===== src/rtl/mux2_rr_arbiter.sv =====
// mux2_rr_arbiter: two-source round-robin packet arbiter that drives the
// select of a shared WIDTH-bit 2:1 data mux. A grant is held from the first
// beat through the beat flagged last, then priority rotates so that two
// continuously requesting sources alternate packets.
module mux2_rr_arbiter #(
    parameter int WIDTH = 8
) (
    input  logic             clk,
    input  logic             rst_n,
    input  logic             i0_valid,
    input  logic [WIDTH-1:0] i0_data,
    input  logic             i0_last,
    output logic             i0_ready,
    input  logic             i1_valid,
    input  logic [WIDTH-1:0] i1_data,
    input  logic             i1_last,
    output logic             i1_ready,
    output logic             out_valid,
    output logic [WIDTH-1:0] out_data,
    output logic             out_last,
    input  logic             out_ready,
    output logic             sel,
    output logic             busy
);

    localparam logic [1:0] ST_IDLE = 2'b00;
    localparam logic [1:0] ST_OWN0 = 2'b01;
    localparam logic [1:0] ST_OWN1 = 2'b10;

    logic [1:0] state_q;
    logic [1:0] state_d;
    logic       last_owner_q;
    logic       last_owner_d;
    logic       sel_q;
    logic       sel_d;

    logic       own0;
    logic       own1;
    logic       i0_eop;
    logic       i1_eop;

    assign own0   = (state_q == ST_OWN0);
    assign own1   = (state_q == ST_OWN1);

    // End-of-packet handshakes; only meaningful while the matching grant is held.
    assign i0_eop = i0_valid & out_ready & i0_last;
    assign i1_eop = i1_valid & out_ready & i1_last;

    // Grant arbitration and release: ties go to the source that did not finish
    // the previous packet, and a waiting source takes over with no idle cycle.
    always_comb begin
        state_d      = state_q;
        last_owner_d = last_owner_q;
        case (state_q)
            ST_IDLE: begin
                if (i0_valid && i1_valid) begin
                    state_d = last_owner_q ? ST_OWN0 : ST_OWN1;
                end else if (i0_valid) begin
                    state_d = ST_OWN0;
                end else if (i1_valid) begin
                    state_d = ST_OWN1;
                end
            end
            ST_OWN0: begin
                if (i0_eop) begin
                    last_owner_d = 1'b0;
                    state_d      = i1_valid ? ST_OWN1 : ST_IDLE;
                end
            end
            ST_OWN1: begin
                if (i1_eop) begin
                    last_owner_d = 1'b1;
                    state_d      = i0_valid ? ST_OWN0 : ST_IDLE;
                end
            end
            default: begin
                state_d = ST_IDLE;
            end
        endcase
    end

    // The select follows the granted source and holds its value through IDLE,
    // so it only moves on edges where the grant itself moves.
    always_comb begin
        sel_d = sel_q;
        if (state_d == ST_OWN0) begin
            sel_d = 1'b0;
        end else if (state_d == ST_OWN1) begin
            sel_d = 1'b1;
        end
    end

    // State registers with synchronous active-low reset.
    always_ff @(posedge clk) begin
        if (!rst_n) begin
            state_q      <= ST_IDLE;
            last_owner_q <= 1'b1;
            sel_q        <= 1'b0;
        end else begin
            state_q      <= state_d;
            last_owner_q <= last_owner_d;
            sel_q        <= sel_d;
        end
    end

    // Zero-latency pass-through of the granted source; the non-granted source
    // never sees ready, and nothing is presented while no grant is held.
    assign out_data  = sel_q ? i1_data : i0_data;
    assign out_valid = (own0 & i0_valid) | (own1 & i1_valid);
    assign out_last  = (own0 & i0_last) | (own1 & i1_last);
    assign i0_ready  = own0 & out_ready;
    assign i1_ready  = own1 & out_ready;
    assign sel       = sel_q;
    assign busy      = own0 | own1;

endmodule


===== config.mk =====
export PLATFORM = sky130hd
export DESIGN_NAME = mux2_rr_arbiter
export DESIGN_NICKNAME = d
export VERILOG_FILES = /design/src/rtl/mux2_rr_arbiter.sv
export SDC_FILE = /design/constraint.sdc
export NUM_CORES = 1
export LEC_CHECK = 0
export ABC_CLOCK_PERIOD_IN_PS = 3300
export CORE_MARGIN = 3
export CORE_UTILIZATION = 32
export CTS_CLUSTER_DIAMETER = 60
export DETAILED_ROUTE_END_ITERATION = 12
export GPL_TIMING_DRIVEN = 0
export PLACE_DENSITY = 0.82
export SLEW_MARGIN = 20
export SYNTH_ARGS = -nofsm -noshare
export SYNTH_HDL_FRONTEND = slang
export SYNTH_SLANG_ARGS = --single-unit

===== constraint.sdc =====
create_clock -name clk -period 3.3 [get_ports clk]
set_input_delay 0.99 -clock clk [delete_from_list [all_inputs] [get_ports clk]]
set_output_delay 0.99 -clock clk [all_outputs]
set_load 0.05 [all_outputs]

After elaboration in Yosys (flattened, before gate mapping)
Index checks and enable logic that the tools add are counted.
- multipliers: 0
- reduce and logical (&&, ||, !) cells: 5
- bitwise logic cells: 14
- muxes and demuxes: 13
- div/mod/pow operators: 0
- order comparisons: 0
- add/subtract/negate cells: 0
- equality and inequality tests: 6
- shift-type cells: 0
- operators with widths (kind ; count):
    2-bit 2-to-1 mux ; 7
    1-bit AND ; 10
    8-bit 2-to-1 mux ; 1
    2-bit case mux with 3 select lines ; 1
    2-bit by 1-bit equality test with 1-bit output (second input constant) ; 2
    2-bit equality test (second input constant) ; 2
    2-bit by 1-bit inequality test with 1-bit output (second input constant) ; 2
    1-bit 2-to-1 mux ; 3
    1-bit bitwise OR ; 3
    3-bit AND reduction ; 1
    2-bit logical NOT ; 1
    1-bit case mux with 2 select lines ; 1
    2-bit nonzero test ; 1
    2-bit OR reduction ; 1
    1-bit logical AND ; 1
    1-bit inverter ; 1
- word-level logic and storage cells: 41
- input port bits: 23
- bits in writable memories: 0
- latch bits: 0
- bits in read-only memories: 0
- memories kept: 0
- bits in registers: 4
- output and inout bits: 14

Depth between registers and ports, before layout
Gate-level depths: netlist (run 1).
- word-level depth: 6
- mapped depth: 7
- mapped depth without buffers: 7

Worst setup path after synthesis (run 1)
OpenSTA, ideal clock, no wires.
- kind: input-to-output
- from: in i1_valid
- to: out out_valid
- stages: 1
- buffers on the path: 0
- required time: 2.310 ns
- arrival: 1.413 ns
- setup slack: 0.897 ns
- cells stage by stage: a22o_1
- cells in the longest elaborated chain, start to end: 2
- RTL lines (element ; line ; source):
    from (decl) ; 14 ; input logic i1_valid,
    1-bit AND ; 109 ; assign out_valid = (own0 & i0_valid) | (own1 & i1_valid);
    1-bit bitwise OR ; 109 ;
    to (decl) ; 18 ; output logic out_valid,
No other way between the ends.

Worst setup path in the final report (run 1)
- from: in i0_valid
- to: out out_valid
- cells in the longest elaborated chain, start to end: 2
- RTL lines (element ; line ; source):
    from (decl) ; 10 ; input logic i0_valid,
    1-bit AND ; 109 ;
    1-bit bitwise OR ; 109 ;
No other way between the ends.

==> metrics.txt, run 1 <==
TritonCTS clock tree yes; nets 116; status finished clean; antenna violations before repair 0; PwrDens 535 mW/mm²; NetSw 0.000216 W; Via Count 529; starting DRC count in detailed routing 11; # setup viols final 0; Post-Syn Instances 48; register area 80.1 µm²; post-CTS setup buffers 0; wire per inst 14.1 µm; area of the multi-input gates 323 µm²; Initial Util 36.0%; skew final 0.0115 ns; grt total ovfl 0; H-tree depth 1; CTS max path bufs 2; largest net degree at the start of global routing 10; Rel. slew slack 66.9%; row cnt 12; DIE AREA 0.00179 mm²; DR vias/cell 5.24; Detail Route Antenna Nets 0; number of synthesized register bits 4; worst-path cell chain clkdlybuf4s50_1 -> a22o_1 -> dlygate4sd2_1; final hold slack 0.459 ns; # fillers 101; Worst path slowest cell clkdlybuf4s50_1; Max stage delay on crit path 0.58 ns; Net Sw Frac 50.1%; CP required 2.31 ns; hold path start last_owner_q$_SDFFE_PN1P_; Remaining DRCs 0; post-layout utilization of the core 68.9%; Post-Route WL 1420 µm; CP Max Fanout 6; biggest area consumer among synthesized cells mux2_2; Worst Tran Pin Value 0.494 ns; Reg2Reg Depth 7; crit path launch type input pin; cts bufs inserted 3; height of the die 42.3 µm; Yosys cell types 21; period utilisation layout 98.2%; worst min path class register to register; global-route wire length before repair 2330 µm; share of cells above drive strength 1 18.4%; Antenna Cells 0; register share of total power 16.3%; sequential share of the synthesized area 19.0%; clock-pin slew on the worst setup and hold paths 0.03 ns; top cell type's share of synthesized area 21.4%; # IOs 37; Max-Cap Viols 0; total clock sinks 4; Leak 0.354 nW; critical path type input pin to primary output; CP Capture Type primary output; Final Total Pwr 0.000431 W; syn_area_per_cell 8.78 µm²; Final GP Congestion 0.854; I/O Buffers 36; Final Slew Violations 0; Synth area leaders mux2_2 21%, dfxtp_1 19%, ha_1 12%; VDD IR max 0.000303 V; clock power share 14.4%; Critical path origin i0_valid; Peak Freq 309 MHz; worst skew pair latency 0.24 ns; worst flop-to-flop path startpoint state_q[0]$_SDFF_PN0_; CTS Hold Bufs 0; Die W 42.3 µm; vias in the first global route 511; Total Routing Usage GR 17.0%; endpoint arrival time on the critical path 2.25 ns; final hold vios 0; crit path time final 3.24 ns; Pre-antenna DRT Iters 4; combinational power share 69.2%; CTS Root Cell clkbuf_4; Area Overhead vs Synth 91.4%; hold path depth 2; CTS resizes 12; Final HPWL DP 1160 µm; core area 0.00117 mm²; RSZ-0062 raised after global routing false; leading cell types in the layout, fill and taps excluded 24 x clkdlybuf4s50_1, 12 x dlygate4sd2_1, 8 x mux2_2; P_int 0.000215 W; commonest non-fill, non-tap cell in the layout clkdlybuf4s50_1; Syn. warnings 0; syn nets 75; synthesized cell area 422 µm²
==> stage by stage <==
| stage | instances | worst slack [ns] | area (µm²) | setup TNS (ns) |
|---|---|---|---|---|
| 6_report | 101 | 0.0598 | 807 | 0 |
| 5_1_grt | 101 | 0.0149 | 807 | 0 |
| 4_1_cts | 101 | 0.0550 | 807 | 0 |
| 3_5_place_dp | 98 | -0.217 | 800 | -1.27 |
| 3_3_place_gp | 98 | -0.212 | 800 | -1.16 |
| 2_1_floorplan | 48 | 0.897 | 422 | 0 |
==> metal layers <==
layer	global-route usage (%)	share of wire [%]
met1	19.3	41
met2	26.7	46
met3	10.3	13
met4	4.35	0
met5	0	0
==> worst paths after layout <==
check / endpoint / slack [ns]
setup / recovery: out_valid / 0.06
setup reg to reg: sel$_SDFFE_PP0N_ / 1.56
hold / removal: last_owner_q$_SDFFE_PN1P_ / 0.46
hold reg to reg: last_owner_q$_SDFFE_PN1P_ / 0.46
==> flip-flops by register name, summed over array words and instances, names as in the netlist <==
register	cells
state_q	2
last_owner_q	1
sel	1
==> layout make-up <==
cell class | count | share of cell area [%]
tap | 14 | 2.17
clock buffer | 3 | 2.79
sequential | 4 | 9.92
buffer | 1 | 0.930
timing repair buffer | 36 | 42.8
multi-input combinational | 40 | 40.0
inverter | 3 | 1.40
==> critical path: cells and delay by family <==
family | cells | cell delay (ns)
compound gates | 1 | 0.15
buf+inv | 2 | 1.10
==> power groups by stage <==
stage	logic, W	clock network (W)	registers [W]
2_1_floorplan	0.000208	0	0.0000784
3_3_place_gp	0.000313	0	0.0000705
3_5_place_dp	0.000316	0	0.0000708
4_1_cts	0.000300	0.0000654	0.0000701
5_1_grt	0.000319	0.0000671	0.0000708
6_report	0.000299	0.0000622	0.0000705
==> cells in the mapped netlist <==
master	count
o31ai_1	1
and3b_2	1
and3_1	1
ha_1	4
nor2_1	2
o21ai_0	1
nand3_2	1
a31oi_1	1
o221ai_2	1
a22o_1	2
nand2_1	6
a22oi_1	1
dfxtp_1	4
a221oi_2	1
mux2_2	8
and2_1	2
buf_4	1
nand3_1	5
a21boi_1	1
nor3b_1	1
inv_1	3
==> cell families after synthesis <==
kind of cell	count (synthesis)	synth area share, %
and+or+nand+nor	19	24.0
buffers and inverters	4	4.45
adders and majority gates	4	11.9
AOI/OAI and AO/OA	9	19.3
DFF	4	19.0
muxes	8	21.4
Note: power is estimated with default switching activity, not from simulation.
==> run 2: changes to the inputs <==
Settings changed: GPL_ROUTABILITY_DRIVEN from default to 0.
==> results of run 2 <==
No change in the layout: final DEF, timing and power equal those of run 1.
